`src/rtl/mem_port_arbiter_if.sv`:
```
// Bundle of the IF/MEM request ports, the RAM port and the completion/stall
// outputs of the memory port arbiter.
interface mem_port_arbiter_if #(
  parameter int ADDR_W = 8
);
  logic              if_req;
  logic [ADDR_W-1:0] if_addr;
  logic              mem_req;
  logic              mem_we;
  logic [ADDR_W-1:0] mem_addr;
  logic [31:0]       mem_wdata;
  logic [31:0]       ram_q;
  logic [ADDR_W-1:0] ram_addr;
  logic [31:0]       ram_wdata;
  logic              ram_wren;
  logic              if_valid;
  logic [31:0]       if_rdata;
  logic              mem_valid;
  logic [31:0]       mem_rdata;
  logic              stall_if;
  logic              stall_mem;
  logic              busy;

  // Pipeline / RAM side: issues requests and returns RAM read data.
  modport master (
    output if_req, if_addr, mem_req, mem_we, mem_addr, mem_wdata, ram_q,
    input  ram_addr, ram_wdata, ram_wren, if_valid, if_rdata,
           mem_valid, mem_rdata, stall_if, stall_mem, busy
  );

  // Arbiter side.
  modport slave (
    input  if_req, if_addr, mem_req, mem_we, mem_addr, mem_wdata, ram_q,
    output ram_addr, ram_wdata, ram_wren, if_valid, if_rdata,
           mem_valid, mem_rdata, stall_if, stall_mem, busy
  );
endinterface

```
`src/rtl/mem_port_arbiter.sv`:
```
// Single-port RAM arbiter between instruction fetch and the MEM stage.
// One transaction at a time: IDLE grants, WAIT counts the RAM latency
// (or one cycle for a store), RESP pulses the matching valid.
module mem_port_arbiter #(
  parameter int ADDR_W  = 8,
  parameter int RAM_LAT = 1
) (
  input logic            clock,
  input logic            reset,
  mem_port_arbiter_if.slave bus
);

  if (RAM_LAT < 1 || RAM_LAT > 4) begin : g_bad_lat
    $error("mem_port_arbiter: RAM_LAT must be in 1..4");
  end

  localparam logic [2:0] LAT_CNT = 3'(RAM_LAT);

  typedef enum logic [1:0] {
    IDLE = 2'd0,
    WAIT = 2'd1,
    RESP = 2'd2
  } state_t;

  state_t            state_r,     state_s;
  logic [2:0]        cnt_r,       cnt_s;
  logic              last_data_r, last_data_s;   // 1: data port won the last grant
  logic              sel_data_r,  sel_data_s;    // current transaction belongs to data port
  logic              sel_store_r, sel_store_s;   // current transaction is a store
  logic [ADDR_W-1:0] ram_addr_r,  ram_addr_s;
  logic [31:0]       ram_wdata_r, ram_wdata_s;
  logic              ram_wren_r,  ram_wren_s;
  logic [31:0]       if_rdata_r,  if_rdata_s;
  logic [31:0]       mem_rdata_r, mem_rdata_s;
  logic              if_valid_r,  if_valid_s;
  logic              mem_valid_r, mem_valid_s;

  // Next-state and next-output logic: grant in IDLE, count in WAIT, release in RESP.
  always_comb begin
    state_s     = state_r;
    cnt_s       = cnt_r;
    last_data_s = last_data_r;
    sel_data_s  = sel_data_r;
    sel_store_s = sel_store_r;
    ram_addr_s  = ram_addr_r;
    ram_wdata_s = ram_wdata_r;
    ram_wren_s  = 1'b0;
    if_rdata_s  = if_rdata_r;
    mem_rdata_s = mem_rdata_r;
    if_valid_s  = 1'b0;
    mem_valid_s = 1'b0;
    case (state_r)
      IDLE: begin
        if (bus.mem_req && (!bus.if_req || !last_data_r)) begin
          state_s     = WAIT;
          last_data_s = 1'b1;
          sel_data_s  = 1'b1;
          sel_store_s = bus.mem_we;
          ram_addr_s  = bus.mem_addr;
          ram_wdata_s = bus.mem_wdata;
          ram_wren_s  = bus.mem_we;
          cnt_s       = bus.mem_we ? 3'd1 : LAT_CNT;
        end else if (bus.if_req) begin
          state_s     = WAIT;
          last_data_s = 1'b0;
          sel_data_s  = 1'b0;
          sel_store_s = 1'b0;
          ram_addr_s  = bus.if_addr;
          cnt_s       = LAT_CNT;
        end else begin
          state_s = IDLE;
        end
      end
      WAIT: begin
        cnt_s = cnt_r - 3'd1;
        if (cnt_r == 3'd1) begin
          state_s = RESP;
          if (sel_data_r) begin
            mem_valid_s = 1'b1;
            if (!sel_store_r) begin
              mem_rdata_s = bus.ram_q;
            end else begin
              mem_rdata_s = mem_rdata_r;
            end
          end else begin
            if_valid_s = 1'b1;
            if_rdata_s = bus.ram_q;
          end
        end else begin
          state_s = WAIT;
        end
      end
      RESP: begin
        state_s = IDLE;
      end
      default: begin
        state_s = IDLE;
      end
    endcase
  end

  // State and output registers; synchronous reset overrides any transaction.
  always_ff @(posedge clock) begin
    if (reset) begin
      state_r     <= IDLE;
      cnt_r       <= 3'd0;
      last_data_r <= 1'b0;
      sel_data_r  <= 1'b0;
      sel_store_r <= 1'b0;
      ram_addr_r  <= '0;
      ram_wdata_r <= 32'd0;
      ram_wren_r  <= 1'b0;
      if_rdata_r  <= 32'd0;
      mem_rdata_r <= 32'd0;
      if_valid_r  <= 1'b0;
      mem_valid_r <= 1'b0;
    end else begin
      state_r     <= state_s;
      cnt_r       <= cnt_s;
      last_data_r <= last_data_s;
      sel_data_r  <= sel_data_s;
      sel_store_r <= sel_store_s;
      ram_addr_r  <= ram_addr_s;
      ram_wdata_r <= ram_wdata_s;
      ram_wren_r  <= ram_wren_s;
      if_rdata_r  <= if_rdata_s;
      mem_rdata_r <= mem_rdata_s;
      if_valid_r  <= if_valid_s;
      mem_valid_r <= mem_valid_s;
    end
  end

  assign bus.ram_addr  = ram_addr_r;
  assign bus.ram_wdata = ram_wdata_r;
  assign bus.ram_wren  = ram_wren_r;
  assign bus.if_rdata  = if_rdata_r;
  assign bus.mem_rdata = mem_rdata_r;
  assign bus.if_valid  = if_valid_r;
  assign bus.mem_valid = mem_valid_r;
  assign bus.busy      = (state_r != IDLE);
  assign bus.stall_if  = bus.if_req  & ~if_valid_r;
  assign bus.stall_mem = bus.mem_req & ~mem_valid_r;

endmodule

```
`src/flat_wrapper.sv`:
```
// flat-port wrapper written by rule: the top's interface ports become plain ports
module mem_port_arbiter_flat 
#(
  parameter int ADDR_W  = 8,
  parameter int RAM_LAT = 1
)
  (clock, reset, bus_if_req, bus_if_addr, bus_mem_req, bus_mem_we, bus_mem_addr, bus_mem_wdata, bus_ram_q, bus_ram_addr, bus_ram_wdata, bus_ram_wren, bus_if_valid, bus_if_rdata, bus_mem_valid, bus_mem_rdata, bus_stall_if, bus_stall_mem, bus_busy);
  mem_port_arbiter_if #(.ADDR_W(ADDR_W)) bus_i ();
  input logic clock;
  input logic reset;
  input wire logic [$bits(bus_i.if_req)-1:0] bus_if_req;
  input wire logic [$bits(bus_i.if_addr)-1:0] bus_if_addr;
  input wire logic [$bits(bus_i.mem_req)-1:0] bus_mem_req;
  input wire logic [$bits(bus_i.mem_we)-1:0] bus_mem_we;
  input wire logic [$bits(bus_i.mem_addr)-1:0] bus_mem_addr;
  input wire logic [$bits(bus_i.mem_wdata)-1:0] bus_mem_wdata;
  input wire logic [$bits(bus_i.ram_q)-1:0] bus_ram_q;
  output wire logic [$bits(bus_i.ram_addr)-1:0] bus_ram_addr;
  output wire logic [$bits(bus_i.ram_wdata)-1:0] bus_ram_wdata;
  output wire logic [$bits(bus_i.ram_wren)-1:0] bus_ram_wren;
  output wire logic [$bits(bus_i.if_valid)-1:0] bus_if_valid;
  output wire logic [$bits(bus_i.if_rdata)-1:0] bus_if_rdata;
  output wire logic [$bits(bus_i.mem_valid)-1:0] bus_mem_valid;
  output wire logic [$bits(bus_i.mem_rdata)-1:0] bus_mem_rdata;
  output wire logic [$bits(bus_i.stall_if)-1:0] bus_stall_if;
  output wire logic [$bits(bus_i.stall_mem)-1:0] bus_stall_mem;
  output wire logic [$bits(bus_i.busy)-1:0] bus_busy;
  assign bus_i.if_req = bus_if_req;
  assign bus_i.if_addr = bus_if_addr;
  assign bus_i.mem_req = bus_mem_req;
  assign bus_i.mem_we = bus_mem_we;
  assign bus_i.mem_addr = bus_mem_addr;
  assign bus_i.mem_wdata = bus_mem_wdata;
  assign bus_i.ram_q = bus_ram_q;
  assign bus_ram_addr = bus_i.ram_addr;
  assign bus_ram_wdata = bus_i.ram_wdata;
  assign bus_ram_wren = bus_i.ram_wren;
  assign bus_if_valid = bus_i.if_valid;
  assign bus_if_rdata = bus_i.if_rdata;
  assign bus_mem_valid = bus_i.mem_valid;
  assign bus_mem_rdata = bus_i.mem_rdata;
  assign bus_stall_if = bus_i.stall_if;
  assign bus_stall_mem = bus_i.stall_mem;
  assign bus_busy = bus_i.busy;
  mem_port_arbiter #(.ADDR_W(ADDR_W), .RAM_LAT(RAM_LAT)) u_core (.clock(clock), .reset(reset), .bus(bus_i));
endmodule
```
`config.mk`:
```
export PLATFORM = sky130hd
export DESIGN_NAME = mem_port_arbiter_flat
export DESIGN_NICKNAME = d
export VERILOG_FILES = /design/src/rtl/mem_port_arbiter_if.sv /design/src/rtl/mem_port_arbiter.sv /design/src/flat_wrapper.sv
export SDC_FILE = /design/constraint.sdc
export NUM_CORES = 1
export LEC_CHECK = 0
export BUFFER_PORTS_ARGS = -buffer_cell sky130_fd_sc_hd__buf_2
export CAP_MARGIN = 20
export CORE_AREA = 4 4 130 132
export CTS_BUF_LIST = sky130_fd_sc_hd__clkbuf_16
export CTS_CLUSTER_DIAMETER = 80
export DETAILED_ROUTE_END_ITERATION = 10
export DIE_AREA = 0 0 134 136
export PLACE_DENSITY = 0.65
export SYNTH_ARGS = -nofsm -noshare
export SYNTH_HDL_FRONTEND = slang
export SYNTH_SLANG_ARGS = --single-unit
```
`constraint.sdc`:
```
create_clock -name clock -period 1.5 [get_ports clock]
set_input_delay 0.075 -clock clock [delete_from_list [all_inputs] [get_ports clock]]
set_output_delay 0.075 -clock clock [all_outputs]
set_load 0.005 [all_outputs]
```
# Word level (Yosys, flattened, before mapping)
# Cells that the tools add are included.
# word_totals
in_bits,85
out_inout_bits,110
ff_bits,114
# classes
eq_ne,3
n_reduce_logical,15
n_addsub,1
n_bitwise,10
muxes,14
# ops
operator,n
8-bit 2-to-1 mux,2
1-bit inverter,8
1-bit 2-to-1 mux,6
3-bit 2-to-1 mux,2
3-bit one-hot mux with 2 select lines,1
2-bit AND reduction,3
2-bit nonzero test,3
3-bit OR reduction,2
2-bit 2-to-1 mux,2
2-bit one-hot mux with 2 select lines,1
4-bit AND reduction,1
3-bit by 1-bit == test with 1-bit output (second input constant),1
3-bit by 2-bit != test with 1-bit output (second input constant),1
3-bit AND reduction,1
3-bit by 1-bit subtractor with 3-bit output (second input constant),1
1-bit AND,2
2-bit by 1-bit == test with 1-bit output (second input constant),1
1-bit zero test,2
2-bit zero test,1
1-bit logical AND,1
1-bit logical OR,1

# Logic depth before layout (Yosys ltp)
# Gate-level depths: netlist of the first run.
# logic_depth
ltp_word,5
mapped_depth,8
mapped_depth_nobuf,5

# Worst setup path before layout of the first run
# No wires, ideal clock.
# synth_timing
path_kind,flip-flop to flip-flop
from,register u_core.cnt_r[1]
to,"register u_core.mem_rdata_r[10], in the netlist u_core.bus.mem_rdata[10]"
slack_ns,-0.090
required_ns,1.380
stages_incl_launch_ff,9
period_less_slack_ns,1.590
t_arrival_ns,1.470
cell_sequence,dfxtp_1 -> inv_1 -> ha_1 -> nand4bb_1 -> buf_2 -> or3b_1 -> buf_6 -> buf_6 -> mux2i_1
# synth_between
elab_chain_len,2
# synth_lines
item,line,text
"start, declared",mem_port_arbiter.sv:26,"logic [2:0] cnt_r, cnt_s;"
"start signal, assigned",mem_port_arbiter.sv:119,cnt_r <= cnt_s;
3-bit by 1-bit == test with 1-bit output,mem_port_arbiter.sv:76,if (cnt_r == 3'd1) begin
4-bit AND reduction (no source line),--,
"end signal, assigned",mem_port_arbiter.sv:127,mem_rdata_r <= mem_rdata_s;
"end, declared",mem_port_arbiter.sv:34,"logic [31:0] mem_rdata_r, mem_rdata_s;"
# No other way between the ends.
# A chain may end at the register's enable or synchronous reset.

# Final worst setup path of the first run
# layout_timing
from,register u_core.cnt_r[1]
to,"register u_core.mem_rdata_r[7], in the netlist u_core.bus.mem_rdata[7]"
# Same word-level chain as after synthesis.

==> flow_summary.json, run 1 <==
{
  "end_kind": "flop",
  "cts_inserted_buffers": 17,
  "path_clk_slew_ns": 0.06,
  "cellLeakagePower_uw": 0.00340,
  "gr-total-overflow": 0,
  "crit_buf_inv": 2,
  "drc": 0,
  "netlist.area_leader.share": 0.492,
  "detail_route.wl_per_cell_um": 15.6,
  "num_vias": 4906,
  "dpl-instance-area_um2": 6010,
  "reg2reg_slack_ns": 0.005,
  "fmax_mhz": 669,
  "startpoint_type": "flop",
  "antenna_left": 0,
  "die_x_um": 134,
  "comb_power_share": 0.172,
  "rsz0062_at_grt": "true",
  "synth_cell_types": 31,
  "r2r_end": "u_core.bus.mem_rdata[7]$_SDFFE_PP0P_",
  "gp_congestion": 0.780,
  "p_int_uw": 6800,
  "hold_violations": 0,
  "skew_ns": 0.00857,
  "io_pins": 195,
  "nFillCells": 1473,
  "syn_to_final_growth_pct": 64.0,
  "track_usage": 0.167,
  "cts_buffer_depth": 2,
  "synthFlopType": "dfxtp_1",
  "die_h_um": 136,
  "setup_violations": 0,
  "startpoint": "u_core.cnt_r[1]$_SDFFE_PP0P_",
  "ys_seq_area_frac": 0.492,
  "clockPowerShare": 0.461,
  "die_area_um2": 18200,
  "period_share": 0.997,
  "min_period_ns": 1.50,
  "ys_ff_latch": 114,
  "cp.required_ns": 1.80,
  "synthArstFlopShare": 0,
  "hold_path.class": "input pin to flop",
  "max_cap_violations": 0,
  "wl_met1_mm": 6.70,
  "cp_top_family": "simple AND/OR/NAND/NOR gates",
  "reg2regPathDepth": 6,
  "finalNetCount": 892,
  "cts_sinks": 114,
  "cts_tree": "yes",
  "final_common_cell": "buf_2",
  "dr.pass1.iters": 5,
  "clock-root-buffer": "clkbuf_16",
  "crit_type": "flop to flop",
  "final_core_util": 0.484,
  "drt_iter0_markers": 322,
  "insertion_delay_ns": 0.41,
  "port_buffers": 194,
  "synthesis.nets": 610,
  "initial_core_util": 0.295,
  "grt_max_degree": 60,
  "antenna_cells": 0,
  "hold_start": "bus_mem_req",
  "path_max_fanout": 13,
  "syn-cell-area_um2": 4640,
  "critPathArrivalTime_ns": 1.79,
  "max_slew.worst_pin.slew_ns": 0.507,
  "mostFrequentLayoutCells": "buf_2, dfxtp_1, dlygate4sd3_1, o21ai_0, nand2b_1",
  "worst_path_max_delay_cell": "or3b_4",
  "power_density_nw_per_um2": 1200,
  "maxUsedRoutingLayer": "met4",
  "critPathMaxStageDelay_ns": 0.41,
  "rows": 46,
  "hold_path_end": "u_core.sel_store_r$_SDFFE_PP0P_",
  "synth_area_leaders": "dfxtp_1, o21ai_0, nand2b_1",
  "p_sw_frac": 0.256,
  "synth_edf_count": 0,
  "routed_wl_mm": 16.1,
  "yosys.area.top_type": "dfxtp_1",
  "yosys_warnings": 0,
  "dp.cells": 915,
  "drive_gt1_frac": 0.334,
  "power_switching_uw": 2340,
  "dr_wl_met3_mm": 1.28,
  "seqPwrFrac": 0.367,
  "core_um2": 15700,
  "slew_headroom": 0.662,
  "grt_pass1_vias": 5029,
  "cts_max_level": 4,
  "place_hpwl_mm": 9.50,
  "grt_pass1_wl_mm": 24.5,
  "fin_area_um2": 7600,
  "status": "finished clean",
  "synth.avg_cell_area_um2": 8.87,
  "vias_per_cell": 4.74,
  "synth_cells": 523,
  "final_cells": 1034,
  "cp_cell_sequence": "inv_2, ha_4, nand4bb_4, or3b_4, buf_12, mux2i_1",
  "maxSlewViolCount": 0,
  "reg2reg_from": "u_core.cnt_r[1]$_SDFFE_PP0P_",
  "antenna_found_initial": 0,
  "hold_path_depth": 4,
  "dr_wl_met2_mm": 7.76,
  "ir_drop_mv": 0.920
}
==> registers in the layout (all words and copies together) (netlist names) <==
register              count
u_core.bus.if_valid       1
u_core.state_r            2
u_core.cnt_r              3
u_core.bus.ram_addr       8
u_core.sel_store_r        1
u_core.bus.mem_valid      1
u_core.bus.ram_wdata     32
u_core.bus.if_rdata      32
u_core.bus.mem_rdata     32
u_core.bus.ram_wren       1
u_core.last_data_r        1
==> per-stage QoR <==
step	hold WS [ns]	setup slack [ns]	setup TNS, ns	total power, µW
after floorplan	0.223	-0.0900	-1.03	4000
after global placement	0.328	-0.101	-1.29	4610
after detailed placement	0.332	-0.163	-4.81	4620
after CTS	0.141	-0.0140	-0.0508	9060
after global routing	0.180	-0.0667	-1.28	9510
final	0.147	0.00498	0	9140
==> worst reg2reg max path, delay by kind of cell, from the launching register on <==
kind | cells | cell delay [ns]
muxes | 1 | 0.13
DFF | 1 | 0.32
and+or+nand+nor | 2 | 0.56
buffers and inverters | 2 | 0.24
adders and majority gates | 1 | 0.14
==> final cells by class <==
class                      instances  area (µm²)  area share
sequential                       114        2290       0.301
timing repair buffer             311        2220       0.292
multi-input combinational        357        2190       0.288
clock buffer                      17         425      0.0560
tap                              216         270      0.0355
clock inverter                    15         190      0.0250
inverter                           4        17.5     0.00230
==> per-layer routing <==
metal	track usage	vias up
li1	-	2365
met1	0.196	2271
met2	0.286	233
met3	0.0518	37
met4	0.0640	0
met5	0	-
==> how the worst max path moves through the flow <==
stage                                                  endpoint  slack, ns  cells after the start
final                      u_core.bus.mem_rdata[7]$_SDFFE_PP0P_      0.005                      6
after detailed placement   u_core.bus.mem_rdata[7]$_SDFFE_PP0P_      -0.16                      6
after global routing      u_core.bus.mem_rdata[18]$_SDFFE_PP0P_      -0.07                      6
after floorplan           u_core.bus.mem_rdata[10]$_SDFFE_PP0P_      -0.09                      8
after global placement    u_core.bus.mem_rdata[10]$_SDFFE_PP0P_      -0.10                      6
after CTS                  u_core.bus.mem_rdata[7]$_SDFFE_PP0P_      -0.01                      6
==> power by group through the flow <==
stage | clock network, µW | registers, µW | logic (µW)
after floorplan | 0 | 3400 | 601
after global placement | 0 | 3390 | 1220
after detailed placement | 0 | 3390 | 1230
after CTS | 4280 | 3340 | 1430
after global routing | 4420 | 3370 | 1720
final | 4210 | 3350 | 1570
==> cell usage after synthesis (2+ instances only) <==
master and instances:
a21oi_1 44, a311oi_1 8, buf_4 2, buf_6 3, clkbuf_1 41, dfxtp_1 114, ha_1 2, inv_1 3
mux2i_1 32, nand2_1 17, nand2b_1 64, nand3_1 33, nor2_1 6, nor2b_1 35, nor3b_1 2, o21ai_0 101
or2_2 2
==> timing repair <==
item,CTS,global route
endpoints found under the setup margin,65,71
gates resized for setup,10,28
pin swaps,2,3
buffers inserted,0,3
gates cloned,0,3
endpoints found under the hold margin,106,0
hold buffers,81,0
==> kinds of logic (layout without fill, tap and decap cells) <==
logic type,Yosys count,after routing,share of synthesized area
AND/OR/NAND/NOR,166,166,0.205
buffers and inverters,52,347,0.0488
multiplexers,32,32,0.0691
flip-flops,114,114,0.492
adder cells (fa/ha/maj),2,2,0.00540
AO/OA/AOI/OAI,157,157,0.179
(Power assumes the default switching activity.)
==> run 2: changes to the inputs <==
Settings changed: MAX_ROUTING_LAYER set to met4.
==> run 2 against run 1 <==
Net effect:
- worst setup slack got worse by 0.0013 ns
- total power about the same
- sequential share of layout area about the same
- routed wire length about the same
- first-iteration DRC count decreased by 0.93%
- flip-flop and latch count unchanged
- clock skew about the same
- combinational power about the same
- critical path type unchanged
- highest routed layer unchanged
==> flow_summary.json, run 2 (synthesis gave the netlist of run 1 again) <==
{
  "antenna_cells": 0,
  "num_vias": 4920,
  "drc": 0,
  "hold_start": "bus_mem_req",
  "gr-total-overflow": 0,
  "skew_ns": 0.00888,
  "cellLeakagePower_uw": 0.00340,
  "cp_cell_sequence": "inv_2, ha_4, nand4bb_4, or3b_4, buf_12, mux2i_1",
  "ir_drop_mv": 0.915,
  "total_power_uw": 9140,
  "final_common_cell": "buf_2",
  "ff_latch_area_um2": 2290,
  "crit_buf_inv": 2,
  "cp.required_ns": 1.79,
  "vias_per_cell": 4.76,
  "cp_top_family": "simple AND/OR/NAND/NOR gates",
  "place_hpwl_mm": 9.50,
  "hold_path.class": "input pin to flop",
  "hold_path_end": "u_core.sel_store_r$_SDFFE_PP0P_",
  "reg2reg_from": "u_core.cnt_r[1]$_SDFFE_PP0P_",
  "critPathMaxStageDelay_ns": 0.41,
  "slew_headroom": 0.654,
  "path_max_fanout": 13,
  "clock-root-buffer": "clkbuf_16",
  "status": "finished clean",
  "period_share": 0.998,
  "die_h_um": 136,
  "antenna_found_initial": 0,
  "drt_iter0_markers": 319,
  "antenna_left": 0,
  "grt_pass1_wl_mm": 24.5,
  "r2r_end": "u_core.bus.mem_rdata[7]$_SDFFE_PP0P_",
  "crit_type": "flop to flop",
  "max_slew.worst_pin.slew_ns": 0.519,
  "hold_violations": 0,
  "cts_tree": "yes",
  "fin_area_um2": 7610,
  "cts_inserted_buffers": 17,
  "grt_pass1_vias": 5029,
  "min_period_ns": 1.50,
  "port_buffers": 194,
  "rows": 46,
  "syn_to_final_growth_pct": 64.0,
  "end_kind": "flop",
  "path_clk_slew_ns": 0.06,
  "gp_congestion": 0.792,
  "reg2reg_slack_ns": 0.004,
  "cts_buffer_depth": 2,
  "rsz0062_at_grt": "true",
  "routed_wl_mm": 16.1,
  "place_ws_ns": -0.163,
  "critPathArrivalTime_ns": 1.79,
  "startpoint_type": "flop",
  "finalNetCount": 892,
  "max_cap_violations": 0,
  "reg2regPathDepth": 6,
  "cts_sinks": 114,
  "core_um2": 15700,
  "dpl-instance-area_um2": 6010,
  "nFillCells": 1471,
  "drive_gt1_frac": 0.335,
  "initial_core_util": 0.295,
  "fin_tns_setup_ns": 0,
  "power_density_nw_per_um2": 1200,
  "hold_path_depth": 4,
  "insertion_delay_ns": 0.41,
  "fmax_mhz": 668,
  "mostFrequentLayoutCells": "buf_2, dfxtp_1, dlygate4sd3_1, o21ai_0, nand2b_1",
  "track_usage": 0.172,
  "io_pins": 195,
  "final_core_util": 0.484,
  "detail_route.wl_per_cell_um": 15.6,
  "die_x_um": 134,
  "grt_max_degree": 60,
  "fin_ws_ns": 0.00366,
  "setup_violations": 0,
  "die_area_um2": 18200,
  "cts_max_level": 4,
  "multi_input_area_um2": 2190,
  "worst_path_max_delay_cell": "or3b_4",
  "maxSlewViolCount": 0,
  "dr.pass1.iters": 5
}
-- run 2: cell counts in the layout (fill, tap and decap cells not counted) --
Identical to the previous run, type by type.
-- run 2: final cells by class --
class,instances,area share
Clock inverter,15,0.0250
Clock buffer,17,0.0559
Tap cell,216,0.0355
Sequential cell,114,0.301
Inverter,4,0.00230
Multi-Input combinational cell,357,0.288
Timing Repair Buffer,311,0.292
-- run 2: worst min-delay path: stages --
cell and delay (ns):
buf_2 0.14, nor2_1 0.08, o21ai_0 0.14, a21oi_1 0.06
-- run 2: power by group --
group	total [µW]	switching [µW]	internal, µW
registers	3350	115	3240
logic	1570	772	802
clock network	4210	1450	2760
-- run 2: worst max-delay path by stage --
| stage | startpoint | to | slack [ns] | cells past startpoint |
|---|---|---|---|---|
| finish | u_core.cnt_r[1]$_SDFFE_PP0P_ | u_core.bus.mem_rdata[7]$_SDFFE_PP0P_ | 0.004 | 6 |
| global route | u_core.cnt_r[1]$_SDFFE_PP0P_ | u_core.bus.mem_rdata[18]$_SDFFE_PP0P_ | -0.07 | 6 |
| CTS | u_core.cnt_r[1]$_SDFFE_PP0P_ | u_core.bus.mem_rdata[7]$_SDFFE_PP0P_ | -0.01 | 6 |
| detailed placement | u_core.cnt_r[1]$_SDFFE_PP0P_ | u_core.bus.mem_rdata[7]$_SDFFE_PP0P_ | -0.16 | 6 |
| global placement | u_core.cnt_r[1]$_SDFFE_PP0P_ | u_core.bus.mem_rdata[10]$_SDFFE_PP0P_ | -0.10 | 6 |
| floorplan | u_core.cnt_r[1]$_SDFFE_PP0P_ | u_core.bus.mem_rdata[10]$_SDFFE_PP0P_ | -0.09 | 8 |
-- run 2: through the flow --
step	cells	hold slack, ns
after floorplan	523	0.223
after global placement	915	0.328
after detailed placement	915	0.332
after CTS	1028	0.141
after global routing	1034	0.182
final	1034	0.154
-- run 2: routing by layer --
| metal | share of wire | routed length (µm) | track usage |
|---|---|---|---|
| met3 | 0.067 | 1070 | 0.0444 |
| met4 | 0.022 | 352 | 0.0640 |
| met5 | 0 | 0 | - |
| met2 | 0.49 | 7880 | 0.285 |
| met1 | 0.42 | 6830 | 0.202 |
-- run 2: repair_timing --
item | 4_1_cts | 5_1_grt
hold buffers | 81 | 0
hold endpoints to repair | 106 | 0
endpoints found under the setup margin | 65 | 71
buffers inserted | 0 | 3
resized for setup | 10 | 29
pin swaps | 2 | 3
cloned | 0 | 3
